--- src/rtl/cpu_mem_pkg.sv ---
// Shared definitions for the CPU instruction and data memories: default widths
// and the fetch exception codes returned alongside each response.
package cpu_mem_pkg;

  localparam int unsigned DEF_ADDR_WIDTH = 16;
  localparam int unsigned DEF_DATA_WIDTH = 16;

  typedef enum logic [1:0] {
    EXC_NONE     = 2'b00,
    EXC_MISALIGN = 2'b01,
    EXC_RANGE    = 2'b10
  } exc_e;

endpackage

--- src/rtl/imem_array.sv ---
// Instruction word storage: one synchronous write port and one synchronous,
// enable-gated read port. Contents are never reset.
module imem_array #(
  parameter int unsigned DATA_WIDTH = 16,
  parameter int unsigned DEPTH      = 64,
  localparam int unsigned IDX_W     = $clog2(DEPTH)
) (
  input  logic                  clk,
  input  logic                  we,
  input  logic [IDX_W-1:0]      waddr,
  input  logic [DATA_WIDTH-1:0] wdata,
  input  logic                  re,
  input  logic [IDX_W-1:0]      raddr,
  output logic [DATA_WIDTH-1:0] rdata
);

  logic [DATA_WIDTH-1:0] mem [DEPTH];

  always_ff @(posedge clk) begin
    if (we) begin
      mem[waddr] <= wdata;
    end
  end

  // rdata only changes on a read, so it stays valid while the pipeline is frozen.
  always_ff @(posedge clk) begin
    if (re) begin
      rdata <= mem[raddr];
    end
  end

endmodule

--- src/rtl/inst_memory_pipelined.sv ---
// Pipelined instruction memory for the fetch stage: classifies each request, reads
// the array in stage 1, and carries the result through LATENCY frozen-on-stall stages.
module inst_memory_pipelined
  import cpu_mem_pkg::*;
#(
  parameter int unsigned ADDR_WIDTH = DEF_ADDR_WIDTH,
  parameter int unsigned DATA_WIDTH = DEF_DATA_WIDTH,
  parameter int unsigned DEPTH      = 64,
  parameter int unsigned LATENCY    = 2
) (
  input  logic                  clk,
  input  logic                  rst,
  input  logic                  flush,
  input  logic                  req_valid,
  output logic                  req_ready,
  input  logic [ADDR_WIDTH-1:0] req_addr,
  output logic                  rsp_valid,
  input  logic                  rsp_ready,
  output logic [DATA_WIDTH-1:0] rsp_data,
  output logic [1:0]            rsp_exc,
  output logic [ADDR_WIDTH-1:0] rsp_addr,
  input  logic                  ld_en,
  input  logic [ADDR_WIDTH-1:0] ld_addr,
  input  logic [DATA_WIDTH-1:0] ld_data
);

  localparam int unsigned IDX_W = $clog2(DEPTH);

  logic                  stall;
  logic                  accept;
  exc_e                  req_exc;
  logic                  ld_in_range;
  logic                  mem_we;
  logic                  mem_re;
  logic [DATA_WIDTH-1:0] mem_rdata;
  logic                  unused_ld_lsb;

  assign stall     = rsp_valid & ~rsp_ready;
  assign req_ready = rst & ~flush & ~ld_en & ~stall;
  assign accept    = req_valid & req_ready;

  // Range checks use the full byte-address width so large addresses never alias.
  always_comb begin
    if (req_addr[0]) begin
      req_exc = EXC_MISALIGN;
    end else if ({1'b0, req_addr[ADDR_WIDTH-1:1]} >= ADDR_WIDTH'(DEPTH)) begin
      req_exc = EXC_RANGE;
    end else begin
      req_exc = EXC_NONE;
    end
  end

  assign ld_in_range   = {1'b0, ld_addr[ADDR_WIDTH-1:1]} < ADDR_WIDTH'(DEPTH);
  assign mem_we        = rst & ld_en & ld_in_range;
  assign mem_re        = accept & (req_exc == EXC_NONE);
  assign unused_ld_lsb = ld_addr[0];

  imem_array #(
    .DATA_WIDTH(DATA_WIDTH),
    .DEPTH     (DEPTH)
  ) u_array (
    .clk  (clk),
    .we   (mem_we),
    .waddr(ld_addr[IDX_W:1]),
    .wdata(ld_data),
    .re   (mem_re),
    .raddr(req_addr[IDX_W:1]),
    .rdata(mem_rdata)
  );

  for (genvar k = 0; k < LATENCY; k++) begin : g_stage
    logic                  valid_q;
    logic [ADDR_WIDTH-1:0] addr_q;
    exc_e                  exc_q;
    logic [DATA_WIDTH-1:0] data;

    if (k == 0) begin : g_first
      always_ff @(posedge clk) begin
        if (!rst) begin
          valid_q <= 1'b0;
          addr_q  <= '0;
          exc_q   <= EXC_NONE;
        end else if (flush) begin
          valid_q <= 1'b0;
        end else if (!stall) begin
          valid_q <= accept;
          addr_q  <= req_addr;
          exc_q   <= req_exc;
        end
      end

      // Array output joins here; faulted or empty slots carry zero data.
      assign data = (valid_q && exc_q == EXC_NONE) ? mem_rdata : '0;
    end else begin : g_next
      logic [DATA_WIDTH-1:0] data_q;

      always_ff @(posedge clk) begin
        if (!rst) begin
          valid_q <= 1'b0;
          addr_q  <= '0;
          exc_q   <= EXC_NONE;
          data_q  <= '0;
        end else if (flush) begin
          valid_q <= 1'b0;
        end else if (!stall) begin
          valid_q <= g_stage[k-1].valid_q;
          addr_q  <= g_stage[k-1].addr_q;
          exc_q   <= g_stage[k-1].exc_q;
          data_q  <= g_stage[k-1].data;
        end
      end

      assign data = data_q;
    end
  end

  assign rsp_valid = g_stage[LATENCY-1].valid_q;
  assign rsp_addr  = g_stage[LATENCY-1].addr_q;
  assign rsp_exc   = g_stage[LATENCY-1].exc_q;
  assign rsp_data  = g_stage[LATENCY-1].data;

endmodule

--- config.mk ---
export PLATFORM = sky130hd
export DESIGN_NAME = inst_memory_pipelined
export DESIGN_NICKNAME = d
export VERILOG_FILES = /design/src/rtl/cpu_mem_pkg.sv /design/src/rtl/imem_array.sv /design/src/rtl/inst_memory_pipelined.sv
export SDC_FILE = /design/constraint.sdc
export NUM_CORES = 1
export LEC_CHECK = 0
export ABC_AREA = 1
export ABC_CLOCK_PERIOD_IN_PS = 4600
export CAP_MARGIN = 40
export CORE_MARGIN = 4
export CORE_UTILIZATION = 58
export DETAILED_ROUTE_END_ITERATION = 16
export MAX_ROUTING_LAYER = met4
export PLACE_DENSITY = 0.75
export SYNTH_ARGS = -nofsm -noshare
export SYNTH_HDL_FRONTEND = slang
export SYNTH_HIERARCHICAL = 1
export SYNTH_SLANG_ARGS = --single-unit
--- constraint.sdc ---
create_clock -name clk -period 4.6 [get_ports clk]
set_clock_uncertainty 0.2 [all_clocks]
set_input_delay 0.46 -clock clk [delete_from_list [all_inputs] [get_ports clk]]
set_output_delay 0.46 -clock clk [all_outputs]
set_load 0.01 [all_outputs]
# After elaboration in Yosys (flattened, before gate mapping)
# Memory sizes are Yosys's and may differ from the RTL's. A register that Yosys moved wholly into a read port is not among the register bits.
# Index checks and enable logic that the tools add are counted.
[word_totals] reg_bits=54 mem_bits_rw=1024 out_inout_bits=36 elab_cells=33 n_memories=1
[memory_table] name="u_array.mem" words=64 word_bits=16 read_ports=1 rd_clocked_by_memory_dff=1 write_ports=1 line="imem_array.sv:17" rtl="logic [DATA_WIDTH-1:0] mem [DEPTH];"
[classes] magnitude_cmp=2 mux=5 bitwise=13 reduce_logical=5
[op_table] operator="2-to-1 mux 16 bit" n=1
[op_table] operator="greater-or-equal comparator 15 x 7 -> 1 bit, second input constant" n=1
[op_table] operator="< comparator 15 x 7 -> 1 bit, second input constant" n=1
[op_table] operator="AND 1 bit" n=8
[op_table] operator="inverter 1 bit" n=5
[op_table] operator="zero test 2 bit" n=2
[op_table] operator="2-to-1 mux 2 bit" n=2
[op_table] operator="2-to-1 mux 1 bit" n=2
[op_table] operator="AND reduction 2 bit" n=1
[op_table] operator="OR reduction 2 bit" n=1
[op_table] operator="logical AND 1 bit" n=1

# Longest topological paths before layout
[logic_depth] word_depth=6 depth_mapped=12 mapped_depth_nobuf=9

# Cells and area by module
# The synthesis kept the hierarchy.
[modules_own_cells] mod="imem_array" n_inst=1 cells_each=3517 area_per_inst_um2=42259.3 seq_area_each_um2=31230.0
[modules_own_cells] mod="inst_memory_pipelined" n_inst=1 cells_each=248 area_per_inst_um2=2050.7 seq_area_each_um2=1041.0

# Least setup slack after synthesis
# Ideal clock, no wire load.
[synth_path] path_type="input to register" start="in ld_addr[8]" end="mem u_array.mem[48][0], enable pin" setup_ns=0.431 arrival_time_ns=3.049 required_time_ns=3.969 path_slack_ns=0.920 cell_stages=5 n_path_buf=1 path_cell_list="or3_1 > nor2_1 > clkbuf_1 > nand4_1 > nor4_1"
[synth_between] elab_chain_len=4
[synth_lines] item="from (decl)" line="inst_memory_pipelined.sv:23" rtl="input logic [ADDR_WIDTH-1:0] ld_addr,"
[synth_lines] item="< comparator 15 x 7 -> 1 bit" line="inst_memory_pipelined.sv:53" rtl="assign ld_in_range = {1'b0, ld_addr[ADDR_WIDTH-1:1]} < ADDR_WIDTH'(DEPTH);"
[synth_lines] item="AND 1 bit" line="inst_memory_pipelined.sv:54" rtl="assign mem_we = rst & ld_en & ld_in_range;"
[synth_lines] item="named net mem_we" line="inst_memory_pipelined.sv:33" rtl="logic mem_we;"
[synth_lines] item="2-to-1 mux 1 bit" line="imem_array.sv:20" rtl="if (we) begin"
[synth_lines] item="2-to-1 mux 1 bit (implied by the code)" line="imem_array.sv:21" rtl="mem[waddr] <= wdata;"
[synth_lines] item="to (decl)" line="imem_array.sv:17"
# The timed path passes the listed nets, and every way through them passes these cells.

# Final worst setup path
[layout_path] start="in rst" end="mem u_array.mem[1][9], enable pin"
[layout_between] elab_chain_len=4
[layout_lines] item="from (decl)" line="inst_memory_pipelined.sv:12" rtl="input logic rst,"
[layout_lines] item="AND 1 bit (2 in series)" line="inst_memory_pipelined.sv:54"
[layout_lines] item="named net mem_we" line="inst_memory_pipelined.sv:33"
[layout_lines] item="2-to-1 mux 1 bit" line="imem_array.sv:20"
[layout_lines] item="2-to-1 mux 1 bit (implied by the code)" line="imem_array.sv:21"
# The timed path passes the listed nets, and every way through them passes these cells.

==> impl_metrics.ini <==
[global_route]
grt_usage_pct = 27.2
grt_overflow = 0
grt_start_max_net_pins = 196
antenna_found_initial = 4
grt_pass1_vias = 28100
grt_pass1_wl_mm = 164

[timing]
rsz0062_at_grt = no
fmax_mhz = 305
tightestPinTransition_ns = 0.942
period_needed_ns = 3.28
hold_viol = 0
relSlewSlack_pct = 37.2
final.setup.tns_ns = 0
slew_viol_final = 0
finalSetupViolCount = 0
whs_ns = 0.131
setup_ws_ns = 1.32
finalCritPeriodShare_pct = 71.4

[critical_path]
reg2reg_slack_ns = 2.68
worstPathArrival_ns = 3.43
startpoint_type = primary input
r2r_cells = 8
path_class = in2reg
r2r_end = u_array/rdata[15]$_DFFE_PP_
cp_max_fo = 36
reg2reg_from = u_array/mem[10][15]$_DFFE_PP_
required_ns = 4.75
end_kind = register

[routing]
ant_nets = 0
drc = 0
drt_first_iter_violations = 3499
dr_total_vias = 29400
wirelength_mm = 108
viasPerCell = 5.98
drt-pass1-iter-count = 8
wl_per_cell_um = 22.1

[power]
p_clk_share_pct = 41.3
power.share.sequential_pct = 52.9
pwr-share-comb_pct = 5.8
p_int_uw = 16200
switching_share_pct = 21.7
p_switching_uw = 4470
power_density_nw_per_um2 = 418
p_leak_uw = 0.0178
ir_drop_mv = 0.329

[job]
max_cap_violations = 0

[clock_network]
clock_latency_ns = 0.67
ctsRootBufferMaster = clkbuf_16
cts_buffer_depth = 3
htreeDepth = 3
postCtsHoldBufs = 0
cts-resized-gates = 0
post_cts_buffers = 0
clkSlewWorstSetupHoldPaths_ns = 0.06
cts_sinks = 1092
numCtsBuffers = 107
cts_tree = yes

[die]
core_um2 = 75800
die_width_um = 284
num_rows = 101
ios = 90
dieArea_um2 = 80900
die_h_um = 284
initial_core_util_pct = 58.4

[place]
io_buffers = 88
post-place-ws_ns = 0.706
gp_congestion = 0.846
dp_hpwl_mm = 58.8

[synth]
synth_area_um2 = 44300
syn_inst = 3765
synth.distinct_cells = 31
synth_seq_area_share_pct = 72.8
yosys_warnings = 6
avgSynthCellArea_um2 = 11.8
ys_ff_latch = 1092
synthesis.nets = 3819

[layout]
nNetsFinal = 3904
area_growth_pct = 11.4
drive_gt1_share_pct = 8.73

[min_path]
min_from = ld_data[0]
min_to = u_array/mem[33][0]$_DFFE_PP_
hp-class = in2reg
whs_path_depth = 1

[outcome]
outcome = finished clean
==> routing by layer <==
| layer | track usage [%] | wire length (um) | vias to the layer above |
|---|---|---|---|
| met3 | 4.46 | 9940 | 310 |
| li1 | - | - | 13400 |
| met2 | 42.7 | 51800 | 1578 |
| met1 | 35.6 | 41800 | 14100 |
| met5 | - | 0 | - |
| met4 | 11.7 | 4780 | 0 |
==> final cells by class <==
class                   count  area (um2)
flip-flops and latches   1092       32300
inverters                  18        96.3
diodes                      1        2.50
clock buffers             132        2820
well taps                 978        1220
fillers                  5426       26500
clock inverters            56         569
multi-input cells        2415       10500
repair buffers            216        1910
==> worst max-delay path by stage <==
stage                                         endpoint       start  depth (start not counted)
final                      u_array/mem[1][9]$_DFFE_PP_         rst                         10
after global routing       u_array/mem[1][9]$_DFFE_PP_         rst                         10
after CTS                  u_array/mem[1][5]$_DFFE_PP_         rst                         10
after detailed placement   u_array/mem[1][9]$_DFFE_PP_         rst                         10
after global placement     u_array/mem[1][8]$_DFFE_PP_         rst                         10
after floorplan           u_array/mem[48][0]$_DFFE_PP_  ld_addr[8]                          5
==> per-stage QoR <==
step           utilization, %  area (um2)  instances  total power, uW
2_1_floorplan               -       44300       3765            11800
3_3_place_gp             60.6       45900       4717            12300
3_5_place_dp             60.6       46000       4719            12300
4_1_cts                  65.1       49400       4907            20700
5_1_grt                  65.1       49400       4908            21200
6_report                 65.1       49400       4908            20600
==> sequential cells by signal (all words and copies together), names as in the netlist, 16 cells and up <==
signal,cells
rsp_addr,16
g_stage.addr_q,16
rsp_data,16
u_array/rdata,16
u_array/mem,1024
==> logic make-up after synthesis <==
group	Yosys count	synth area share (%)
compound gates	53	0.683
simple gates	2362	22.8
buf+inv	258	3.67
flops	1092	72.8
==> cells in the final DEF, fill, tap and decap left out, types with 2 or more instances in the layout <==
cell type	count
inv_1	11
clkinvlp_4	2
nand2_1	1314
nor2_2	2
clkdlybuf4s50_1	68
nand3_1	872
clkinv_2	11
inv_16	2
inv_2	2
clkbuf_8	2
clkbuf_16	108
bufinv_16	11
o21ai_0	33
edfxtp_1	1040
clkinv_1	27
buf_2	17
dfxtp_1	52
nor2_1	126
inv_6	3
inv_4	2
clkbuf_1	19
a21oi_1	9
a21oi_2	10
buf_4	117
clkbuf_2	3
nor3_1	2
nand4_1	9
nor4_2	8
buf_12	12
buf_8	2
nand2_2	23
==> synthesized netlist by cell type, drive strengths merged <==
cell type / number / area, um2
clkinv: 1 / 3.75
nor4: 9 / 56.3
edfxtp: 1040 / 31200
o21ai: 34 / 170
or3: 1 / 6.26
clkbuf: 29 / 109
nor3: 3 / 20.0
a21oi: 19 / 133
inv: 17 / 73.8
buf: 211 / 1440
nor2b: 1 / 6.26
nor2: 129 / 505
nand3: 872 / 4360
nand2: 1338 / 5100
dfxtp: 52 / 1040
nand4: 9 / 56.3
==> critical path, cell delays in order <==
cell	delay (ns)
clkdlybuf4s50_1	0.46
buf_4	0.29
nand2_1	0.09
nor3_1	0.13
nand2_1	0.07
nor2_1	0.15
buf_4	0.22
nand4_1	0.60
nor2_1	0.61
buf_4	0.32
==> power by group through the flow <==
stage / Combinational [uW] / Sequential [uW] / Clock [uW]
2_1_floorplan: 715 / 11100 / 0
3_3_place_gp: 1160 / 11100 / 0
3_5_place_dp: 1190 / 11100 / 0
4_1_cts: 1190 / 10900 / 8590
5_1_grt: 1310 / 10900 / 9020
6_report: 1200 / 10900 / 8510
(Power assumes the default switching activity.)
